**src/rtl/pwm_out.sv**
```systemverilog
// pwm_out -- synthesizer output stage.
//
// Scales a sign-magnitude sine sample by a volume with an 8-cycle shift-add
// multiplier. The scaled magnitude is turned into an offset-binary duty
// (128 = silence). That duty drives an 8-bit PWM carrier at clk/256.
//
// Ports:
//   clk        system clock
//   reset      synchronous, active-high reset
//   sampleEn   one-cycle strobe per new sample; latches the operands and
//              starts the multiplier
//   sign       sample sign, 1 = negative
//   amplitude  sample magnitude, unsigned 8b
//   volume     target volume, unsigned 8b (0 = silent)
//   carrier    registered PWM output; high for exactly `duty` cycles per frame
//   duty       duty currently applied to the carrier (loaded at frame end)
//   busy       high while the multiplier is in MUL or DONE
//
// Build option:
//   PWM_VOL_RAMP_EN  When defined, the volume operand steps by +-1 toward
//                    `volume` on every strobe, which gives a click-free ramp.
//                    When undefined, the operand is loaded directly from
//                    `volume`.

module pwm_out (
  input  logic       clk,
  input  logic       reset,
  input  logic       sampleEn,
  input  logic       sign,
  input  logic [7:0] amplitude,
  input  logic [7:0] volume,
  output logic       carrier,
  output logic [7:0] duty,
  output logic       busy
);

  typedef enum logic [1:0] {
    IDLE = 2'd0,
    MUL  = 2'd1,
    DONE = 2'd2
  } state_t;

  state_t      state_reg;
  state_t      state_next;

  logic [7:0]  pwm_count_reg;
  logic [7:0]  duty_reg;
  logic [7:0]  duty_next_reg;
  logic        carrier_reg;

  logic [7:0]  cur_vol_reg;
  logic [7:0]  amp_reg;
  logic        sign_reg;
  logic [2:0]  mul_count_reg;
  logic [15:0] acc_reg;

  logic [7:0]  vol_latch;
  logic [7:0]  half;
  logic [7:0]  duty_calc;
  logic        load_result;

  // ---------------------------------------------------------------------------
  // Volume operand captured on each strobe.
  // ---------------------------------------------------------------------------
`ifdef PWM_VOL_RAMP_EN
  always_comb begin
    vol_latch = cur_vol_reg;
    if (cur_vol_reg < volume) begin
      vol_latch = cur_vol_reg + 8'd1;
    end else if (cur_vol_reg > volume) begin
      vol_latch = cur_vol_reg - 8'd1;
    end
  end
`else
  assign vol_latch = volume;
`endif

  // ---------------------------------------------------------------------------
  // Shift-add partial products: addend[k] is (amplitude << k) when volume bit
  // k is set. The MUL state adds one of them per cycle, LSB first.
  // ---------------------------------------------------------------------------
  logic [15:0] addend [8];

  for (genvar gi = 0; gi < 8; gi++) begin : g_addend
    assign addend[gi] = cur_vol_reg[gi] ? ({8'd0, amp_reg} << gi) : 16'd0;
  end

  // ---------------------------------------------------------------------------
  // Result conversion.
  // half = (acc >> 8) >> 1, which is taken directly from acc[15:9].
  // The maximum half is 127, so 128 +- half stays within 1..255 and never
  // wraps.
  // ---------------------------------------------------------------------------
  assign half      = {1'b0, acc_reg[15:9]};
  assign duty_calc = sign_reg ? (8'd128 - half) : (8'd128 + half);

  // A strobe that arrives during DONE restarts the multiplier. It also drops
  // the result that would otherwise have been written in that cycle.
  assign load_result = (state_reg == DONE) && !sampleEn;

  // ---------------------------------------------------------------------------
  // Multiplier FSM: next-state logic.
  // ---------------------------------------------------------------------------
  always_comb begin
    state_next = state_reg;
    case (state_reg)
      IDLE: begin
        if (sampleEn) begin
          state_next = MUL;
        end
      end
      MUL: begin
        if (sampleEn) begin
          state_next = MUL;
        end else if (mul_count_reg == 3'd7) begin
          state_next = DONE;
        end
      end
      DONE: begin
        state_next = sampleEn ? MUL : IDLE;
      end
      default: begin
        state_next = IDLE;
      end
    endcase
  end

  // ---------------------------------------------------------------------------
  // Registers.
  // ---------------------------------------------------------------------------
  always_ff @(posedge clk) begin
    if (reset) begin
      state_reg     <= IDLE;
      pwm_count_reg <= 8'd0;
      duty_reg      <= 8'd128;
      duty_next_reg <= 8'd128;
      carrier_reg   <= 1'b0;
      cur_vol_reg   <= 8'd0;
      amp_reg       <= 8'd0;
      sign_reg      <= 1'b0;
      mul_count_reg <= 3'd0;
      acc_reg       <= 16'd0;
    end else begin
      state_reg <= state_next;

      // Operand latch and multiplier datapath. A strobe always wins, so
      // the multiplier restarts from bit 0 even in the middle of a run.
      if (sampleEn) begin
        sign_reg      <= sign;
        amp_reg       <= amplitude;
        cur_vol_reg   <= vol_latch;
        acc_reg       <= 16'd0;
        mul_count_reg <= 3'd0;
      end else if (state_reg == MUL) begin
        acc_reg       <= acc_reg + addend[mul_count_reg];
        mul_count_reg <= mul_count_reg + 3'd1;
      end

      if (load_result) begin
        duty_next_reg <= duty_calc;
      end

      // PWM frame. The duty is swapped only on the last count of a frame,
      // so a frame never mixes two duty values.
      pwm_count_reg <= pwm_count_reg + 8'd1;
      if (pwm_count_reg == 8'd255) begin
        duty_reg <= duty_next_reg;
      end
      carrier_reg <= (pwm_count_reg < duty_reg);
    end
  end

  assign carrier = carrier_reg;
  assign duty    = duty_reg;
  assign busy    = (state_reg != IDLE);

endmodule

```
**config.mk**
```make
export PLATFORM = sky130hd
export DESIGN_NAME = pwm_out
export DESIGN_NICKNAME = d
export VERILOG_FILES = /design/src/rtl/pwm_out.sv
export SDC_FILE = /design/constraint.sdc
export NUM_CORES = 1
export LEC_CHECK = 0
export BUFFER_PORTS_ARGS = -buffer_cell sky130_fd_sc_hd__buf_2
export CAP_MARGIN = 20
export CORE_MARGIN = 2
export CORE_UTILIZATION = 40
export DETAILED_ROUTE_END_ITERATION = 16
export SKIP_LAST_GASP = 1
export SYNTH_ARGS = -nofsm -noshare
export SYNTH_HDL_FRONTEND = slang
export SYNTH_SLANG_ARGS = --single-unit
```
**constraint.sdc**
```tcl
create_clock -name clk -period 3.89 [get_ports clk]
set_input_delay 0 -clock clk [delete_from_list [all_inputs] [get_ports clk]]
set_output_delay 0 -clock clk [all_outputs]
set_load 0.01 [all_outputs]
```
==> metrics.md <==
| Metric | Value |
|---|---|
| Share of the synthesized area in the top cell type | 32.2% |
| Vias post-DR | 3550 |
| Worst r2r path cells | 11 |
| DRT iter0 DRCs | 188 |
| Worst slew pin tran | 668 ps |
| Height of the die | 103 um |
| Main area contributors after synthesis | dfxtp_1 (32%), ha_1 (8.3%), mux2i_1 (7.4%), nor2_1 (5.6%), nand2_1 (4.3%) |
| Crit path time final | 3370 ps |
| Synth Cell Area | 3920 sq um |
| Post-CTS setup buffer count | 0 |
| Crit share post-route | 86.7% |
| Post-Route WL | 9.75 mm |
| Fmax | 0.296 GHz |
| Filler cells | 989 |
| HPWL Detailed | 6.81 mm |
| Ys async rst share | 0% |
| P_sw | 0.370 mW |
| Final hold vios | 0 |
| Crit Path Class | reg2reg |
| Syn avg cell area | 8.26 sq um |
| DIE AREA | 10600 sq um |
| # port buffers | 29 |
| Placed insts | 612 |
| Hold Crit Depth | 3 |
| Skew-Pair Late Insertion Delay | 350 ps |
| VDD IR max | 212 uV |
| CTS max path bufs | 2 |
| # DRC | 0 |
| Top FF cell, synth | dfxtp_1 |
| Status | completed |
| Power Internal | 1.01 mW |
| Number of global-route vias before repair | 3306 |
| Row Count | 36 |
| TritonCTS buffer count | 9 |
| # IOs | 30 |
| FF-to-FF setup slack | 520 ps |
| Logic pwr share | 8.8% |
| Setup Viol. Count Final | 0 |
| Count of different cell masters after synthesis | 56 |
| Share of cells above drive strength 1 | 11.3% |
| Most frequent cell after synthesis | dfxtp_1 |
| Crit start category | flop |
| Worst Path Arrival | 3620 ps |
| Die W | 103 um |
| CP endpoint kind | flop |
| Root buffer cell | clkbuf_8 |
| HP Start | reset |
| Largest net degree at the start of global routing | 49 |
| Htree depth | 3 |
| Sequential share of power | 49.9% |
| Hold Crit Endpoint | duty[4] |
| Clk pwr share | 41.2% |
| Top cells by count, synth | dfxtp_1 (63), nor2_1 (58), nand2_1 (45) |
| Hold WC Path Type | in2reg |
| TNS Setup | 0 ps |
| Nets | 555 |
| Initial core utilization | 40.7% |
| Largest fanout on the critical path | 14 |
| Most area-hungry cell type in the Yosys netlist | dfxtp_1 |
| Largest register FFs | 16 |
| Antenna cells | 0 |
| GP Congestion | 0.918 |
| Unrepaired setup endpoints after global routing | no |
| Flops & latches, synth | 63 |
| Fin Clk Skew | 11.1 ps |
| Clock tree sinks | 63 |
| DR vias/cell | 5.50 |
| Total grt overflow | 0 |
| DRT Pass-1 Iters | 4 |
| Area occupied by multi-input gates | 2470 sq um |
| Area Growth Syn to Fin | 15.6% |
| Storage element area | 1260 sq um |
| Max-slew violations | 0 |
| Seq/Total Area, Yosys | 32.2% |
| R2R Path End | acc_reg[15] |
| Global-route wire length before repair | 16.1 mm |
| Switching share of power | 26.8% |
| Initial antenna violation count | 0 |
| Post-route antenna net violation count | 0 |
| Slew headroom | 55.4% |
| Worst-path clk slew | 80 ps |
| Drt wl/cell | 15.1 um |
| YS warnings | 0 |
| CTS tree | built |
| Leak | 1.90 nW |
| Post-Syn Nets | 522 |
| Power per Cell Area | 305 nW/um^2 |
| Power Total | 1.38 mW |
| Cells after synthesis | 475 |
| EDFF count, synth | 0 |
| Total GRT Usage | 19.2% |
| WP data required | 4130 ps |
| Fin cells | 646 |
| R2r startpoint | mul_count_reg[0] |
| Core area | 9640 sq um |
| Max Cap Violations | 0 |
| Resized Gates After CTS | 0 |
## cell usage in the layout, fill, tap and decap left out, types with 3 or more instances in the layout
cell type,instances
xnor2_1,6
buf_4,9
a22oi_1,7
o211ai_1,4
o21ai_1,10
xor2_1,10
dlygate4sd3_1,17
a211oi_1,10
nand3_1,10
nand2_1,45
mux2i_1,29
a21oi_1,24
a32o_1,8
a32oi_1,13
nor2b_1,15
o21a_1,5
clkinv_2,3
o31ai_1,4
nand2b_1,5
o21ai_0,11
nor2_1,58
clkbuf_8,9
buf_2,29
ha_1,26
and3_1,8
dfxtp_1,63
a21o_1,7
inv_1,18
or3_1,6
nand4_1,5
## cell type report
cell class                      count  share of cell area (%)
Tap cell                          133                    3.67
Sequential cell                    63                    27.8
Timing Repair Buffer               55                    8.44
Inverter                           18                    1.49
Clock inverter                      6                    1.35
Clock buffer                       10                    2.81
Multi-Input combinational cell    361                    54.4
## metal layers
| layer | up-vias | routed length, um | part of all wire (%) | global-route usage, % |
|---|---|---|---|---|
| li1 | 1783 | - | - | - |
| met1 | 1678 | 4700 | 48 | 24.9 |
| met2 | 71 | 4520 | 46 | 31.9 |
| met3 | 18 | 339 | 3.5 | 5.02 |
| met4 | 0 | 184 | 1.9 | 4.86 |
| met5 | - | 0 | 0 | 0 |
## critical path, stage by stage, from the launching register on
cell     delay [ps]
dfxtp_1         620
and2_1          370
a22oi_1         150
mux4_2          490
inv_1            70
ha_1            290
and3_1          220
nand4_1         100
a21oi_1          60
a311o_1         390
o41a_1          390
mux2i_1         120
## through the flow
| step | setup WS, ps | cell area [sq um] | hold WS, ps | util (%) |
|---|---|---|---|---|
| global route | 316 | 4530 | 233 | 47.0 |
| global placement | 681 | 4170 | 232 | 43.2 |
| floorplan | 705 | 3920 | 147 | - |
| finish | 516 | 4530 | 202 | 47.0 |
| detailed placement | 615 | 4170 | 243 | 43.2 |
| CTS | 573 | 4530 | 210 | 47.0 |
## cells by family (layout without fill, tap and decap cells)
family / Yosys count / count (layout) / synth area share, %
AND/OR/NAND/NOR: 165 / 165 / 19.7
AO/OA/AOI/OAI: 122 / 122 / 22.3
flip-flops: 63 / 63 / 32.2
buffers and inverters: 51 / 89 / 4.91
multiplexers: 31 / 31 / 8.55
adder cells (fa/ha/maj): 27 / 27 / 8.81
XOR/XNOR: 16 / 16 / 3.57
## timing repair
item / CTS / global route
hold buffers: 17 / 0
setup endpoints to repair: 0 / 0
endpoints found under the hold margin: 17 / 0
## power by group through the flow
stage | logic, mW | registers, mW | clock network (mW)
3_5_place_dp | 0.108 | 0.705 | 0
5_1_grt | 0.137 | 0.694 | 0.614
4_1_cts | 0.122 | 0.690 | 0.589
6_report | 0.122 | 0.691 | 0.571
2_1_floorplan | 0.0874 | 0.687 | 0
3_3_place_gp | 0.106 | 0.705 | 0
## how the worst max path moves through the flow
stage / startpoint / to / slack, ps / depth (start not counted)
6_report: mul_count_reg[0] / acc_reg[15] / 520 / 11
5_1_grt: mul_count_reg[0] / acc_reg[15] / 320 / 12
3_3_place_gp: mul_count_reg[0] / acc_reg[15] / 680 / 12
3_5_place_dp: mul_count_reg[0] / acc_reg[15] / 620 / 11
2_1_floorplan: mul_count_reg[0] / acc_reg[15] / 710 / 13
4_1_cts: mul_count_reg[0] / acc_reg[15] / 570 / 12
Power figures use the tool's default switching activity.
